<file path="src/rtl/adc_sample_scheduler.sv">
// Conversion scheduler for the MCP3002 SPI leader: periodic scan plus single-shot
// requests, a conversion timeout, and a 2-entry channel-tagged result FIFO.
module adc_sample_scheduler #(
    parameter int unsigned PERIOD_CYCLES  = 50000,
    parameter logic [1:0]  CH_MASK        = 2'b11,
    parameter int unsigned TIMEOUT_CYCLES = 1024
) (
    input  logic        CLK,
    input  logic        RESET,
    input  logic        enable,
    input  logic        req_valid,
    input  logic        req_chan,
    output logic        req_ready,
    output logic        conv_start,
    output logic        conv_chan,
    input  logic        conv_busy,
    input  logic        conv_done,
    input  logic [9:0]  conv_data,
    output logic        sample_valid,
    input  logic        sample_ready,
    output logic [10:0] sample_data,
    output logic        scan_overrun,
    output logic        timeout_err,
    output logic [7:0]  drop_count
);

    localparam int unsigned PW = $clog2(PERIOD_CYCLES);
    localparam int unsigned TW = $clog2(TIMEOUT_CYCLES);

    typedef enum logic [1:0] {
        IDLE  = 2'd0,
        ISSUE = 2'd1,
        WAIT  = 2'd2
    } state_t;

    state_t        state_q;
    state_t        state_d;
    logic [PW-1:0] period_q;
    logic [TW-1:0] tcnt_q;
    logic [1:0]    pend_q;
    logic          sel_chan_q;
    logic          sel_req_q;
    logic          valid0_q;
    logic          valid1_q;
    logic [10:0]   data0_q;
    logic [10:0]   data1_q;
    logic [7:0]    drop_q;
    logic          ovr_q;

    logic          tick_c;
    logic          grant_c;
    logic          grant_chan_c;
    logic          grant_req_c;
    logic          fifo_wr_c;
    logic          abort_c;
    logic          pop_c;
    logic [10:0]   wr_word_c;

    assign tick_c    = enable && (period_q == PW'(PERIOD_CYCLES - 1));
    assign pop_c     = valid0_q && sample_ready;
    assign wr_word_c = {sel_chan_q, conv_data};

    // Next state: fixed-priority arbitration in IDLE, timeout/done handling in WAIT
    always_comb begin
        state_d      = state_q;
        grant_c      = 1'b0;
        grant_chan_c = 1'b0;
        grant_req_c  = 1'b0;
        fifo_wr_c    = 1'b0;
        abort_c      = 1'b0;
        case (state_q)
            IDLE: begin
                if (!conv_busy) begin
                    if (pend_q[0]) begin
                        grant_c = 1'b1;
                    end else if (pend_q[1]) begin
                        grant_c      = 1'b1;
                        grant_chan_c = 1'b1;
                    end else if (req_valid) begin
                        grant_c      = 1'b1;
                        grant_chan_c = req_chan;
                        grant_req_c  = 1'b1;
                    end
                end
                if (grant_c) state_d = ISSUE;
            end
            ISSUE: state_d = WAIT;
            WAIT: begin
                if (conv_done) begin
                    fifo_wr_c = 1'b1;
                    state_d   = IDLE;
                end else if (tcnt_q == TW'(TIMEOUT_CYCLES - 2)) begin
                    abort_c = 1'b1;
                    state_d = IDLE;
                end
            end
            default: state_d = IDLE;
        endcase
    end

    // Handshake acknowledges the request in the very cycle it wins arbitration
    assign req_ready    = grant_req_c;
    assign conv_chan    = sel_chan_q;
    assign sample_valid = valid0_q;
    assign sample_data  = data0_q;
    assign scan_overrun = ovr_q;
    assign drop_count   = drop_q;

    // State, timers and scan bookkeeping
    always_ff @(posedge CLK) begin
        if (RESET) begin
            state_q     <= IDLE;
            period_q    <= '0;
            tcnt_q      <= '0;
            pend_q      <= 2'b00;
            sel_chan_q  <= 1'b0;
            sel_req_q   <= 1'b0;
            conv_start  <= 1'b0;
            timeout_err <= 1'b0;
            ovr_q       <= 1'b0;
        end else begin
            state_q     <= state_d;
            conv_start  <= (state_d == ISSUE);
            timeout_err <= abort_c;
            if (grant_c) begin
                sel_chan_q <= grant_chan_c;
                sel_req_q  <= grant_req_c;
            end
            if (!enable || tick_c) period_q <= '0;
            else                   period_q <= period_q + PW'(1);
            if (state_q == ISSUE)     tcnt_q <= '0;
            else if (state_q == WAIT) tcnt_q <= tcnt_q + TW'(1);
            // A tick reloads the scan; it wins over clearing the issued channel
            if (tick_c) begin
                if (pend_q != 2'b00) ovr_q <= 1'b1;
                pend_q <= CH_MASK;
            end else if (state_q == ISSUE && !sel_req_q) begin
                pend_q[sel_chan_q] <= 1'b0;
            end
        end
    end

    // Two-entry fall-through FIFO; data0 is always the head
    always_ff @(posedge CLK) begin
        if (RESET) begin
            valid0_q <= 1'b0;
            valid1_q <= 1'b0;
            data0_q  <= '0;
            data1_q  <= '0;
            drop_q   <= '0;
        end else if (pop_c && fifo_wr_c) begin
            if (valid1_q) begin
                data0_q <= data1_q;
                data1_q <= wr_word_c;
            end else begin
                data0_q <= wr_word_c;
            end
        end else if (pop_c) begin
            data0_q  <= data1_q;
            valid0_q <= valid1_q;
            valid1_q <= 1'b0;
        end else if (fifo_wr_c) begin
            if (!valid0_q) begin
                data0_q  <= wr_word_c;
                valid0_q <= 1'b1;
            end else if (!valid1_q) begin
                data1_q  <= wr_word_c;
                valid1_q <= 1'b1;
            end else if (drop_q != 8'hFF) begin
                drop_q <= drop_q + 8'd1;
            end
        end
    end

endmodule

</file>
<file path="config.mk">
export PLATFORM = sky130hd
export DESIGN_NAME = adc_sample_scheduler
export DESIGN_NICKNAME = d
export VERILOG_FILES = /design/src/rtl/adc_sample_scheduler.sv
export SDC_FILE = /design/constraint.sdc
export NUM_CORES = 1
export LEC_CHECK = 0
export ABC_AREA = 1
export BUFFER_PORTS_ARGS = -buffer_cell sky130_fd_sc_hd__buf_2
export CAP_MARGIN = 10
export CELL_PAD_IN_SITES_DETAIL_PLACEMENT = 1
export CELL_PAD_IN_SITES_GLOBAL_PLACEMENT = 1
export CORE_MARGIN = 8
export CORE_UTILIZATION = 40
export CTS_BUF_LIST = sky130_fd_sc_hd__clkbuf_16
export CTS_CLUSTER_SIZE = 10
export DETAILED_ROUTE_END_ITERATION = 10
export PLACE_DENSITY_LB_ADDON = 0.1
export SLEW_MARGIN = 5
export SYNTH_ARGS = -nofsm -noshare
export SYNTH_HDL_FRONTEND = slang
export SYNTH_SLANG_ARGS = --single-unit
</file>
<file path="constraint.sdc">
create_clock -name CLK -period 2.4 [get_ports CLK]
set_clock_uncertainty 0.15 [all_clocks]
set_input_delay 0.48 -clock CLK [delete_from_list [all_inputs] [get_ports CLK]]
set_output_delay 0.48 -clock CLK [all_outputs]
set_load 0.01 [all_outputs]
</file>
==> summary.txt <==
Cells and area
  • Filler instances: 1,119
  • Antenna cells: 0
  • Fin nets: 581
  • Share of cells above drive strength 1: 14.4%
  • Area delta synth->final: 17.2%
  • Most frequent cells in the layout: 111 x nand2_1, 89 x nor2_1, 67 x dfxtp_1
  • Commonest non-fill, non-tap cell in the layout: nand2_1
  • Area occupied by multi-input gates: 0.00177 mm2
  • Post-layout util: 48.3%
  • Final Instance Area: 0.00399 mm2
  • Seq. cell area: 0.00134 mm2

Pwr
  • Pwr Density: 648 mW/mm2
  • P_leak: 1.64 nW
  • Maximum VDD drop: 0.329 mV

Setup path
  • Crit Path Max Fanout: 20
  • Worst EP required: 2500 ps
  • CP Launch Type: register
  • Reg2Reg Launch Point: state_q[1]$_SDFF_PP0_
  • Critical Path Start: state_q[1]$_SDFF_PP0_
  • CP Class: reg -> reg
  • Arrival time at the worst endpoint: 2180 ps
  • CP Capture Type: register

Logic synthesis
  • Synth area leaders: dfxtp_1 39%, nand2_1 12%, nor2_1 9.8%
  • Post-Syn Instances: 515
  • Top FF cell, synth: dfxtp_1
  • Mux cell area share after synthesis: 0%
  • Distinct cell type count of the synthesized netlist: 30
  • XOR/XNOR Fraction of Synth Area: 2.06%
  • Synthesized flop and latch total: 67
  • Post-synth EDFFs: 0
  • Adder-cell share of the synthesized area: 2.20%
  • Post-Syn Nets: 539
  • Synth area leader: dfxtp_1
  • Simple-gate share of the synthesized area: 31.3%
  • Compound-gate portion of the synthesized area: 16.3%
  • Seq/Total Area, Yosys: 39.4%
  • Synth Cell Area: 0.00341 mm2
  • Warnings from Yosys: 0
  • Async SR Flop Fraction: 0%
  • Largest family of logic cells by synthesized area: simple AND/OR/NAND/NOR gates
  • Synth Area per Inst: 6.62 um2
  • Synth top area share: 39.4%

Route
  • Total Wirelength: 9530 um
  • Drt initial violations: 101
  • Routed vias/inst: 5.04
  • # DRC: 0
  • Antenna viol nets, final: 0
  • DRT Pass-1 Iters: 4
  • Vias post-DR: 3,359
  • Post-DR wirelength/cell: 14.3 um

Clock tree
  • CTS tree: yes
  • # hold bufs at CTS: 0
  • Clock-pin transition on the worst setup and hold timing paths: 60 ps
  • Setup Fix Bufs, Post-CTS: 0
  • H-tree depth: 3
  • Clock buffer depth: 2
  • CTS Sinks: 67
  • Total CTS buffers: 9
  • Root Buffer: clkbuf_16
  • Number of gates resized after CTS: 0
  • Latest clock arrival within the worst-skew pair: 330 ps

Floorplan
  • Die X: 108 um
  • Initial Util: 41.3%
  • Core ar.: 0.00826 mm2
  • Boundary Pins: 43
  • Site Rows: 33
  • Die Y: 108 um
  • Area of the die: 0.0117 mm2

Status
  • Outcome: finished, final reports clean

Place
  • Gp weighted congestion: 0.773
  • DP HPWL: 6930 um
  • Dpl ws: 299 ps
  • Port bufs: 42
  • Area of placed instances: 0.00371 mm2

Timing
  • Min Hold Slack: 310 ps
  • RSZ-0062 raised after global routing: no
  • Setup Viol. Count Final: 0
  • Final hold vios: 0
  • FMAX: 0.481 GHz
  • Final period util: 86.6%
  • Crit path time final: 2080 ps
  • Max-slew headroom: 64.3%
  • Setup WS post-layout: 322 ps
  • Least-Margin Pin Slew: 529 ps
  • Setup TNS Final: 0 ps
  • Slew Limit Fails: 0

GRT
  • Total GRT Usage: 17.3%
  • Largest net degree at the start of global routing: 24
  • Overflow after GRT: 0
  • Initial antenna violation count: 0
  • First-pass GRT wire length: 16,400 um
  • Vias in the first global route: 3,466

Min path
  • Hold path start: conv_done
  • Hold crit path type: in -> reg

Flow run
  • Max cap viols: 0
where the power goes:
group	switching (W)	internal, W
clock	0.000492	0.000791
sequential	0.0000144	0.00113
combinational	0.000101	0.0000554
total	0.000608	0.00198
cell usage after synthesis (6+ instances only):
cell,instances
nand2_1,111
nor2_1,89
dfxtp_1,67
inv_1,50
o21ai_0,48
a21oi_1,39
nand3_1,22
o21ai_1,16
nor3_1,10
clkbuf_1,7
nand4_1,7
buf_2,6
ha_1,6
metrics by stage:
step	total power, W	instances
after global placement	0.00132	651
after floorplan	0.00126	515
after CTS	0.00261	667
after global routing	0.00269	667
final	0.00259	667
after detailed placement	0.00133	651
path summary, 6_finish.rpt:
check                                            endpoint  slack, ps  cells past startpoint
worst max-delay path              data1_q[4]$_SDFFE_PP0P_        320                     10
worst min-delay path               timeout_err$_SDFF_PP0_        310                      4
worst max register to register    data1_q[4]$_SDFFE_PP0P_        320                     10
worst min register to register  scan_overrun$_SDFFE_PP0P_        310                      2
critical path, stage by stage (launching register included):
cell     delay (ps)
dfxtp_1         500
nand3_4         150
inv_2           110
ha_1            290
nand2_1         100
o21ai_2         100
nand2_1          70
buf_4           210
nor2_1          100
o21ai_1          70
a21oi_1         140
final cells by class:
cell class                 count  area share (%)
multi-input combinational    375            44.2
inverter                      55            5.17
clock inverter                 7            1.50
tap                          105            3.29
clock buffer                   9            5.64
timing repair buffer          49            6.58
sequential                    67            33.6
layer usage:
metal  vias to the layer above  GRT usage [%]  wire (um)
met5                         -              0          0
met4                         0           5.67         72
met3                         6           3.57        310
met2                        43           29.6       4600
met1                      1564           21.1       4540
li1                       1746              -          -
state kept, by name, summed over array words and instances (netlist names):
name / flops
pend_q: 2
period_q: 16
tcnt_q: 10
timeout_err: 1
scan_overrun: 1
conv_chan: 1
valid1_q: 1
sel_req_q: 1
drop_count: 8
sample_valid: 1
conv_start: 1
data1_q: 11
sample_data: 11
state_q: 2
cells by family after synthesis:
logic type	count (synthesis)
adder cells (fa/ha/maj)	6
buffers and inverters	73
flip-flops	67
AND/OR/NAND/NOR	253
AO/OA/AOI/OAI	108
XOR/XNOR	8
Note: power is estimated with default switching activity, not from simulation.
